--- config.mk ---
export PLATFORM = sky130hd
export DESIGN_NAME = uart_loader
export DESIGN_NICKNAME = d
export VERILOG_FILES = /design/src/rtl/uart_pkg.sv /design/src/rtl/uart_byte_strobe.sv /design/src/rtl/uart_loader.sv
export SDC_FILE = /design/constraint.sdc
export NUM_CORES = 1
export LEC_CHECK = 0
export CORE_MARGIN = 2
export CORE_UTILIZATION = 25
export DETAILED_ROUTE_END_ITERATION = 12
export DONT_BUFFER_PORTS = 1
export GPL_TIMING_DRIVEN = 0
export PLACE_DENSITY_LB_ADDON = 0.05
export SLEW_MARGIN = 20
export SYNTH_ARGS = -nofsm -noshare
export SYNTH_HDL_FRONTEND = slang
export SYNTH_SLANG_ARGS = --single-unit
--- constraint.sdc ---
create_clock -name clk -period 2.7 [get_ports clk]
set_input_delay 0.675 -clock clk [delete_from_list [all_inputs] [get_ports clk]]
set_output_delay 0.675 -clock clk [all_outputs]
set_load 0.005 [all_outputs]
--- src/rtl/uart_pkg.sv ---
// Shared types and constants for the uart_* blocks.
package uart_pkg;

   localparam logic [7:0] SYNC_BYTE_DEFAULT = 8'hA5;

   typedef enum logic [2:0] {
      ST_IDLE   = 3'd0,
      ST_ADDR_H = 3'd1,
      ST_ADDR_L = 3'd2,
      ST_LEN_H  = 3'd3,
      ST_LEN_L  = 3'd4,
      ST_DATA   = 3'd5,
      ST_CHECK  = 3'd6
   } loader_state_t;

endpackage

--- src/rtl/uart_byte_strobe.sv ---
// Turns the uart_rx byte-ready level into a single-cycle strobe per byte.
module uart_byte_strobe (
   input  logic clk,
   input  logic reset,
   input  logic uart_valid,
   output logic rx_stb
);

   logic uart_valid_q;

   // Resets high so a level already asserted at reset release is not a new byte.
   always_ff @(posedge clk) begin
      if (reset) uart_valid_q <= 1'b1;
      else       uart_valid_q <= uart_valid;
   end

   assign rx_stb = uart_valid & ~uart_valid_q;

endmodule

--- src/rtl/uart_loader.sv ---
// Parses SYNC/ADDR/LEN/DATA/CHK frames from uart_rx into memory writes,
// with checksum and inter-byte timeout status.
module uart_loader
   import uart_pkg::*;
#(
   parameter logic [7:0]  SYNC_BYTE    = SYNC_BYTE_DEFAULT,
   parameter int unsigned TIMEOUT_CLKS = 2_147_700,
   parameter int unsigned TO_W         = 24
) (
   input  logic        clk,
   input  logic        reset,
   input  logic        uart_valid,
   input  logic [7:0]  uart_DI,
   output logic        mem_we,
   output logic [15:0] mem_addr,
   output logic [7:0]  mem_data,
   output logic        busy,
   output logic        done,
   output logic        err_chk,
   output logic        err_timeout
);

   localparam int unsigned ADDR_W = 16;
   localparam int unsigned LEN_W  = 16;
   localparam int unsigned BYTE_W = 8;

   loader_state_t state, state_nxt;

   logic              rx_stb;
   logic              timeout_hit;
   logic [TO_W-1:0]   to_cnt, to_cnt_nxt;
   logic [BYTE_W-1:0] chk_acc, chk_acc_nxt;
   logic [BYTE_W-1:0] addr_h, addr_h_nxt;
   logic [BYTE_W-1:0] len_h, len_h_nxt;
   logic [ADDR_W-1:0] cur_addr, cur_addr_nxt;
   logic [LEN_W-1:0]  remaining, remaining_nxt;
   logic [LEN_W-1:0]  len_full;
   logic              mem_we_nxt, done_nxt, busy_nxt;
   logic              err_chk_nxt, err_timeout_nxt;
   logic [ADDR_W-1:0] mem_addr_nxt;
   logic [BYTE_W-1:0] mem_data_nxt;

   uart_byte_strobe u_strobe (
      .clk        (clk),
      .reset      (reset),
      .uart_valid (uart_valid),
      .rx_stb     (rx_stb)
   );

   // A byte arriving in the expiry cycle takes priority over the timeout.
   assign timeout_hit = (state != ST_IDLE) && !rx_stb &&
                        (to_cnt == TO_W'(TIMEOUT_CLKS - 1));
   assign len_full    = {len_h, uart_DI};

   always_ff @(posedge clk) begin
      if (reset) state <= ST_IDLE;
      else       state <= state_nxt;
   end

   always_comb begin
      state_nxt = state;
      if (timeout_hit) begin
         state_nxt = ST_IDLE;
      end else if (rx_stb) begin
         case (state)
            ST_IDLE:   if (uart_DI == SYNC_BYTE) state_nxt = ST_ADDR_H;
            ST_ADDR_H: state_nxt = ST_ADDR_L;
            ST_ADDR_L: state_nxt = ST_LEN_H;
            ST_LEN_H:  state_nxt = ST_LEN_L;
            ST_LEN_L:  state_nxt = (len_full != '0) ? ST_DATA : ST_CHECK;
            ST_DATA:   if (remaining == LEN_W'(1)) state_nxt = ST_CHECK;
            ST_CHECK:  state_nxt = ST_IDLE;
            default:   state_nxt = ST_IDLE;
         endcase
      end
   end

   always_comb begin
      to_cnt_nxt      = to_cnt;
      chk_acc_nxt     = chk_acc;
      addr_h_nxt      = addr_h;
      len_h_nxt       = len_h;
      cur_addr_nxt    = cur_addr;
      remaining_nxt   = remaining;
      mem_we_nxt      = 1'b0;
      mem_addr_nxt    = mem_addr;
      mem_data_nxt    = mem_data;
      done_nxt        = 1'b0;
      err_chk_nxt     = err_chk;
      err_timeout_nxt = err_timeout;
      busy_nxt        = (state_nxt != ST_IDLE);

      if (state == ST_IDLE || rx_stb || timeout_hit) to_cnt_nxt = '0;
      else                                            to_cnt_nxt = to_cnt + TO_W'(1);

      if (timeout_hit) err_timeout_nxt = 1'b1;

      if (rx_stb) begin
         case (state)
            ST_IDLE: begin
               if (uart_DI == SYNC_BYTE) begin
                  err_chk_nxt     = 1'b0;
                  err_timeout_nxt = 1'b0;
                  chk_acc_nxt     = '0;
               end
            end
            ST_ADDR_H: begin
               addr_h_nxt  = uart_DI;
               chk_acc_nxt = chk_acc + uart_DI;
            end
            ST_ADDR_L: begin
               cur_addr_nxt = {addr_h, uart_DI};
               chk_acc_nxt  = chk_acc + uart_DI;
            end
            ST_LEN_H: begin
               len_h_nxt   = uart_DI;
               chk_acc_nxt = chk_acc + uart_DI;
            end
            ST_LEN_L: begin
               remaining_nxt = len_full;
               chk_acc_nxt   = chk_acc + uart_DI;
            end
            ST_DATA: begin
               mem_we_nxt    = 1'b1;
               mem_addr_nxt  = cur_addr;
               mem_data_nxt  = uart_DI;
               chk_acc_nxt   = chk_acc + uart_DI;
               cur_addr_nxt  = cur_addr + ADDR_W'(1);
               remaining_nxt = remaining - LEN_W'(1);
            end
            ST_CHECK: begin
               if (uart_DI == chk_acc) done_nxt    = 1'b1;
               else                    err_chk_nxt = 1'b1;
            end
            default: ;
         endcase
      end
   end

   always_ff @(posedge clk) begin
      if (reset) begin
         to_cnt      <= '0;
         chk_acc     <= '0;
         addr_h      <= '0;
         len_h       <= '0;
         cur_addr    <= '0;
         remaining   <= '0;
         mem_we      <= 1'b0;
         mem_addr    <= '0;
         mem_data    <= '0;
         done        <= 1'b0;
         err_chk     <= 1'b0;
         err_timeout <= 1'b0;
         busy        <= 1'b0;
      end else begin
         to_cnt      <= to_cnt_nxt;
         chk_acc     <= chk_acc_nxt;
         addr_h      <= addr_h_nxt;
         len_h       <= len_h_nxt;
         cur_addr    <= cur_addr_nxt;
         remaining   <= remaining_nxt;
         mem_we      <= mem_we_nxt;
         mem_addr    <= mem_addr_nxt;
         mem_data    <= mem_data_nxt;
         done        <= done_nxt;
         err_chk     <= err_chk_nxt;
         err_timeout <= err_timeout_nxt;
         busy        <= busy_nxt;
      end
   end

endmodule

==> flow_summary.ini, run 1 <==
[critical_path]
critical_path_class = register to register
path_common_cell = sky130_fd_sc_hd__buf_2
crit_path_cell_trace = buf_2, nand3b_2, nor2_1, buf_2, nand2_1, a21oi_1
rr_startpoint = state[2]
worst-path-max-fanout = 10
worst-endpoint-required_ps = 3050
worstSetupEndpointType = register
critPathLaunchType = register
crit_path_max_incr_delay_ps = 650
r2r_end = mem_addr[0]
rrSetupSlack_ps = 430
r2r_cells = 6
worstPathArrival_ps = 2620
worst_path_max_delay_cell = sky130_fd_sc_hd__nor2_1

[routing]
detail_route.iter0.violations = 324
first_pass_iteration_count_of_the_detailed_router = 5
route.vias.total = 4918
drt-wirelength-per-cell_um = 18.0
detail_route.vias_per_cell = 4.94
drcViolationCount = 0
finalWirelength_um = 17900
ant_nets = 0

[worst_hold_path]
worstHoldEndpoint = u_strobe.uart_valid_q
timing.hold.worst.class = input pin to register
whs_path_depth = 1
timing.hold.worst.start = uart_valid

[floorplan]
io_pins = 40
initial_core_util_pct = 25.4
core_area_um2 = 21700
std_cell_rows = 54
fp.dieArea_um2 = 23200
fp.dieW_um = 152
fp.dieH_um = 152

[power]
maximum_vdd_drop_uv = 339
pwr_density_cell_nw_per_um2 = 657
leakage_power_total_nw = 2.27
fin_total_pwr_mw = 4.27

[layout]
final_layout_size_suffix_gt1_share_pct = 9.09
final_core_util_pct = 30.0
multi_input_comb_area_um2 = 2990
stdcell_count = 995
fillCellCount = 2315
register_area_um2 = 2260
layout.nets = 726
diodes = 0
synthToLayoutAreaGrowth_pct = 18.2

[timing]
slew_headroom_pct = 48.3
final-max-slew-violation-count = 0
finalWorstPathRequiredPeriod_ps = 2270
timing.final.hold_violations = 0
fin_setup_tns_ps = 0
worst_slew_pin_slew_ps = 775
finalSetupViolations = 0
ratio_of_final_minimum_period_to_clock_period_pct = 84.1
timing.clock.skew_ps = 10.3
max_clock_freq_mhz = 440
post-route-worst-setup-slack_ps = 429
rsz0062_at_grt = false

[logic_synthesis]
synth_async_sr_flop_share_pct = 0
post_synth_instance_area_um2 = 5500
synth_nets = 707
ys_warn_count = 0
syn_inst = 684
post_synth_num_cell_types = 63
synthesis.area_per_instance_um2 = 8.04
ys_seq_elements = 113
synth_edf_count = 0
synth.yosys.seq_area_share_pct = 41.1
synth-main-ff-cell = sky130_fd_sc_hd__dfxtp_1

[global_route]
grt_pass1_wl_um = 28300
first_global_vias = 4792
global_route_congestion_overflow_total = 0
grt_max_degree = 17
track_usage_pct = 15.7
antenna_found_initial = 0

[cts]
clock_path_buffers = 2
tritoncts_clock_tree = done
cts_hold_buf = 0
worstSkewPairLatency_ps = 420
cts_inserted_buffers = 17
clock_tree.root_cell = sky130_fd_sc_hd__clkbuf_16
postCtsResizedCells = 0
post-cts-setup-buffers = 0
clk_pin_slew_ps = 60
h-tree-depth = 4
clock_sinks = 113

[placed_design]
gp_congestion = 0.783
place_worst_setup_slack_ps = 261
dpl.hpwl_um = 12800
placement.io_buffers = 0
dp_cells = 964

[run_status]
outcome = complete, no violations

[job]
cap_viol_max_count = 0
==> per-layer routing <==
metal	global-route usage [%]	wire length, um	vias up	part of all wire (%)
li1	-	-	2458	-
met5	0	0	-	0
met1	21.3	8750	2345	49
met4	4.45	233	0	1.3
met2	24.1	8020	100	45
met3	4.69	918	15	5.1
==> synthesized netlist by cell type (all sizes together) (3+ instances only) <==
library cell / number / area, um^2
dfxtp: 113 / 2260
nand2: 103 / 389
nor2: 103 / 389
a21oi: 56 / 280
o21ai: 35 / 175
clkbuf: 22 / 103
nand3: 21 / 110
nor3: 17 / 95.1
buf: 16 / 105
mux2i: 16 / 160
xor2: 14 / 123
a22oi: 13 / 97.6
xnor2: 13 / 114
nand4: 12 / 75.1
ha: 11 / 138
nor4: 11 / 68.8
inv: 10 / 37.5
a211oi: 9 / 72.6
o31ai: 8 / 60.1
or3: 7 / 48.8
a31oi: 6 / 37.5
and3: 6 / 37.5
nor2b: 6 / 37.5
and2: 5 / 31.3
nand3b: 5 / 41.3
and4: 4 / 35.0
nand2b: 4 / 25.0
a31o: 3 / 26.3
nor4b: 3 / 26.3
o41ai: 3 / 26.3
or2: 3 / 18.8
==> stage by stage <==
stage                     instance area (um^2)  hold WS (ps)
after floorplan                           5500           413
after global placement                    5850           431
after detailed placement                  5850           434
after CTS                                 6500           340
after global routing                      6500           341
final                                     6500           365
==> layout make-up <==
| type | count | area share [%] |
|---|---|---|
| Multi-Input combinational cell | 523 | 46.0 |
| Sequential cell | 113 | 34.8 |
| Clock buffer | 22 | 7.29 |
| Tap cell | 280 | 5.39 |
| Buffer | 38 | 3.19 |
| Clock inverter | 9 | 2.75 |
| Inverter | 10 | 0.577 |
==> critical path: cells and delay by family, from the launching register on <==
kind | cells | cell delay [ps]
AOI/OAI and AO/OA | 1 | 130
DFF | 1 | 440
buffers and inverters | 2 | 640
and+or+nand+nor | 3 | 990
==> registers in the layout, indices dropped and copies added (netlist names) <==
| signal | cells |
|---|---|
| err_timeout | 1 |
| cur_addr | 16 |
| mem_data | 8 |
| chk_acc | 8 |
| mem_we | 1 |
| done | 1 |
| state | 3 |
| mem_addr | 16 |
| len_h | 8 |
| u_strobe.uart_valid_q | 1 |
| addr_h | 8 |
| err_chk | 1 |
| to_cnt | 24 |
| remaining | 16 |
| busy | 1 |
==> cells in the final DEF, fill, tap and decap left out, types with 4 or more instances in the layout <==
cell	n
sky130_fd_sc_hd__buf_6	4
sky130_fd_sc_hd__a21oi_1	56
sky130_fd_sc_hd__and3_1	6
sky130_fd_sc_hd__o21ai_1	14
sky130_fd_sc_hd__or3_1	6
sky130_fd_sc_hd__dfxtp_1	113
sky130_fd_sc_hd__clkbuf_1	22
sky130_fd_sc_hd__and4_1	4
sky130_fd_sc_hd__nand3b_1	4
sky130_fd_sc_hd__inv_1	10
sky130_fd_sc_hd__nor2b_1	6
sky130_fd_sc_hd__clkbuf_8	5
sky130_fd_sc_hd__clkbuf_16	17
sky130_fd_sc_hd__and2_1	4
sky130_fd_sc_hd__nor2_1	102
sky130_fd_sc_hd__xor2_1	14
sky130_fd_sc_hd__o21ai_0	21
sky130_fd_sc_hd__nor4_1	11
sky130_fd_sc_hd__nor3_1	15
sky130_fd_sc_hd__a22oi_1	13
sky130_fd_sc_hd__mux2i_1	16
sky130_fd_sc_hd__a211oi_1	8
sky130_fd_sc_hd__nand4_1	12
sky130_fd_sc_hd__nand3_1	20
sky130_fd_sc_hd__o31ai_1	8
sky130_fd_sc_hd__buf_2	12
sky130_fd_sc_hd__xnor2_1	13
sky130_fd_sc_hd__nand2_1	102
sky130_fd_sc_hd__nand2b_1	4
sky130_fd_sc_hd__ha_1	11
sky130_fd_sc_hd__a31oi_1	6
sky130_fd_sc_hd__bufinv_16	5
==> cell families (layout without fill, tap and decap cells) <==
kind of cell / count (synthesis) / count (layout) / share of synthesized area, %
mux: 16 / 16 / 2.91
buf+inv: 48 / 79 / 4.46
flops: 113 / 113 / 41.1
compound gates: 151 / 151 / 16.8
simple gates: 317 / 317 / 27.5
xor+xnor: 27 / 27 / 4.30
fa+ha+maj: 12 / 12 / 2.87
==> worst max-delay path by stage <==
| stage | start | endpoint | slack [ps] | cells after the start |
|---|---|---|---|---|
| final | state[2] | mem_addr[0] | 430 | 6 |
| after floorplan | uart_DI[1] | chk_acc[7] | 530 | 7 |
| after detailed placement | uart_DI[7] | chk_acc[3] | 260 | 6 |
| after global placement | uart_DI[7] | chk_acc[7] | 270 | 6 |
| after CTS | state[2] | mem_addr[12] | 380 | 6 |
| after global routing | state[2] | mem_data[2] | 210 | 6 |
==> power breakdown <==
| part | internal [mW] | total, mW | switching [mW] | leakage (nW) |
|---|---|---|---|---|
| logic | 0.0230 | 0.0853 | 0.0623 | 1.05 |
| registers | 1.67 | 1.67 | 0.000534 | 0.910 |
| clock network | 1.71 | 2.52 | 0.813 | 0.312 |
| total | 3.40 | 4.27 | 0.876 | 2.27 |
No activity file was read; power rests on OpenSTA's default activity.
==> inputs of run 2 (changes only) <==
==> constraint.sdc (replaced) <==
create_clock -name clk -period 1.86 [get_ports clk]
set_input_delay 0.465 -clock clk [delete_from_list [all_inputs] [get_ports clk]]
set_output_delay 0.465 -clock clk [all_outputs]
set_load 0.005 [all_outputs]
==> flow_summary.ini, run 2 (same netlist as run 1, synthesis figures left out) <==
[routing]
drt-wirelength-per-cell_um = 18.4
detail_route.iter0.violations = 303
detail_route.vias_per_cell = 4.97
route.vias.total = 5017
drcViolationCount = 0
finalWirelength_um = 18500
first_pass_iteration_count_of_the_detailed_router = 5
ant_nets = 0

[critical_path]
worst-path-max-fanout = 3
worst-endpoint-required_ps = 2170
critPathLaunchType = register
worstSetupEndpointType = register
worstPathArrival_ps = 2240
critical_path_class = register to register
rrSetupSlack_ps = -70

[run_status]
outcome = finished with violations
failed_checks = setup timing

[layout]
synthToLayoutAreaGrowth_pct = 25.8
layout.cells.most_common_list = sky130_fd_sc_hd__dfxtp_1 (101), sky130_fd_sc_hd__nand2_1 (100), sky130_fd_sc_hd__nor2_1 (100)
multi_input_comb_area_um2 = 3270
final_common_cell = sky130_fd_sc_hd__dfxtp_1
final_cell_area_um2 = 6920
register_area_um2 = 2280
final_layout_size_suffix_gt1_share_pct = 19.6
diodes = 0
largest_register_ffs = 24
stdcell_count = 1010
final_core_util_pct = 31.9
fillCellCount = 2328
largest-register = to_cnt
layout.nets = 740

[floorplan]
fp.dieH_um = 152
fp.dieW_um = 152
std_cell_rows = 54
initial_core_util_pct = 25.4
core_area_um2 = 21700
fp.dieArea_um2 = 23200
io_pins = 40

[cts]
worstSkewPairLatency_ps = 420
clock_tree.root_cell = sky130_fd_sc_hd__clkbuf_16
tritoncts_clock_tree = done
cts_hold_buf = 0
clock_sinks = 113
clock_path_buffers = 2
cts_inserted_buffers = 17
h-tree-depth = 4
clk_pin_slew_ps = 60

[placed_design]
dpl.hpwl_um = 13000
placed_cell_area_um2 = 5870
dp_cells = 964
gp_congestion = 0.798
placement.io_buffers = 0

[global_route]
global_route_congestion_overflow_total = 0
antenna_found_initial = 0
track_usage_pct = 16.3
grt_max_degree = 17
grt_pass1_wl_um = 29400
first_global_vias = 4867

[timing]
final-max-slew-violation-count = 0
slew_headroom_pct = 48.0
rsz0062_at_grt = true
timing.final.hold_violations = 0
finalWorstPathRequiredPeriod_ps = 1930
worst_slew_pin_slew_ps = 780
max_clock_freq_mhz = 518
fin_setup_tns_ps = -69.5
ratio_of_final_minimum_period_to_clock_period_pct = 104
finalSetupViolations = 1
post-route-worst-setup-slack_ps = -69.5
timing.clock.skew_ps = 8.66

[job]
cap_viol_max_count = 0

[power]
maximum_vdd_drop_uv = 520
fin_total_pwr_mw = 5.95
pwr_density_cell_nw_per_um2 = 860
leakage_power_total_nw = 2.50

[worst_hold_path]
timing.hold.worst.class = input pin to register
## run 2: cell type report
class	instances	share of cell area (%)
inverters	10	0.542
plain buffers	35	3.47
multi-input cells	523	47.3
well taps	280	5.06
flip-flops and latches	113	33.0
clock inverters	10	1.92
repair buffers	17	1.84
clock buffers	22	6.85
## run 2: report_power, final
part | internal, mW | leakage [nW] | switching (mW)
clock | 2.20 | 0.292 | 1.20
sequential | 2.42 | 0.917 | 0.000771
combinational | 0.0408 | 1.29 | 0.0950
total | 4.66 | 2.50 | 1.29
## run 2: critical path: stages (launching register included)
cell and delay [ps]:
sky130_fd_sc_hd__dfxtp_4 340, sky130_fd_sc_hd__inv_2 60, sky130_fd_sc_hd__ha_4 130, sky130_fd_sc_hd__nor3b_4 220
sky130_fd_sc_hd__nand2_2 90, sky130_fd_sc_hd__or4b_4 520, sky130_fd_sc_hd__o311a_1 320, sky130_fd_sc_hd__a21oi_2 110
sky130_fd_sc_hd__nor2_1 40
## run 2: worst paths after layout
path	startpoint	cells after the start	end
min reg2reg	to_cnt[0]	1	to_cnt[0]
max reg2reg	remaining[0]	8	remaining[14]
min	uart_valid	1	u_strobe.uart_valid_q
max	remaining[0]	8	remaining[14]
## run 2: layer usage
metal  track usage (%)  vias up  wire (um)
met5                 0        -          0
met4              4.41        0        228
met3              4.44       16        797
met2              25.6       89       8390
met1              22.0     2414       9130
li1                  -     2498          -
## run 2: timing repair
action | CTS | global route
buffers inserted | 11 | 6
gates cloned | 0 | 0
endpoints found under the setup margin | 89 | 95
gates resized for setup | 45 | 39
pin swaps | 11 | 14
## run 2: stage by stage
step	hold WS, ps	setup WS [ps]
6_report	155	-69.5
3_5_place_dp	433	-465
5_1_grt	141	-120
3_3_place_gp	426	-485
4_1_cts	145	-147
2_1_floorplan	413	-45.6
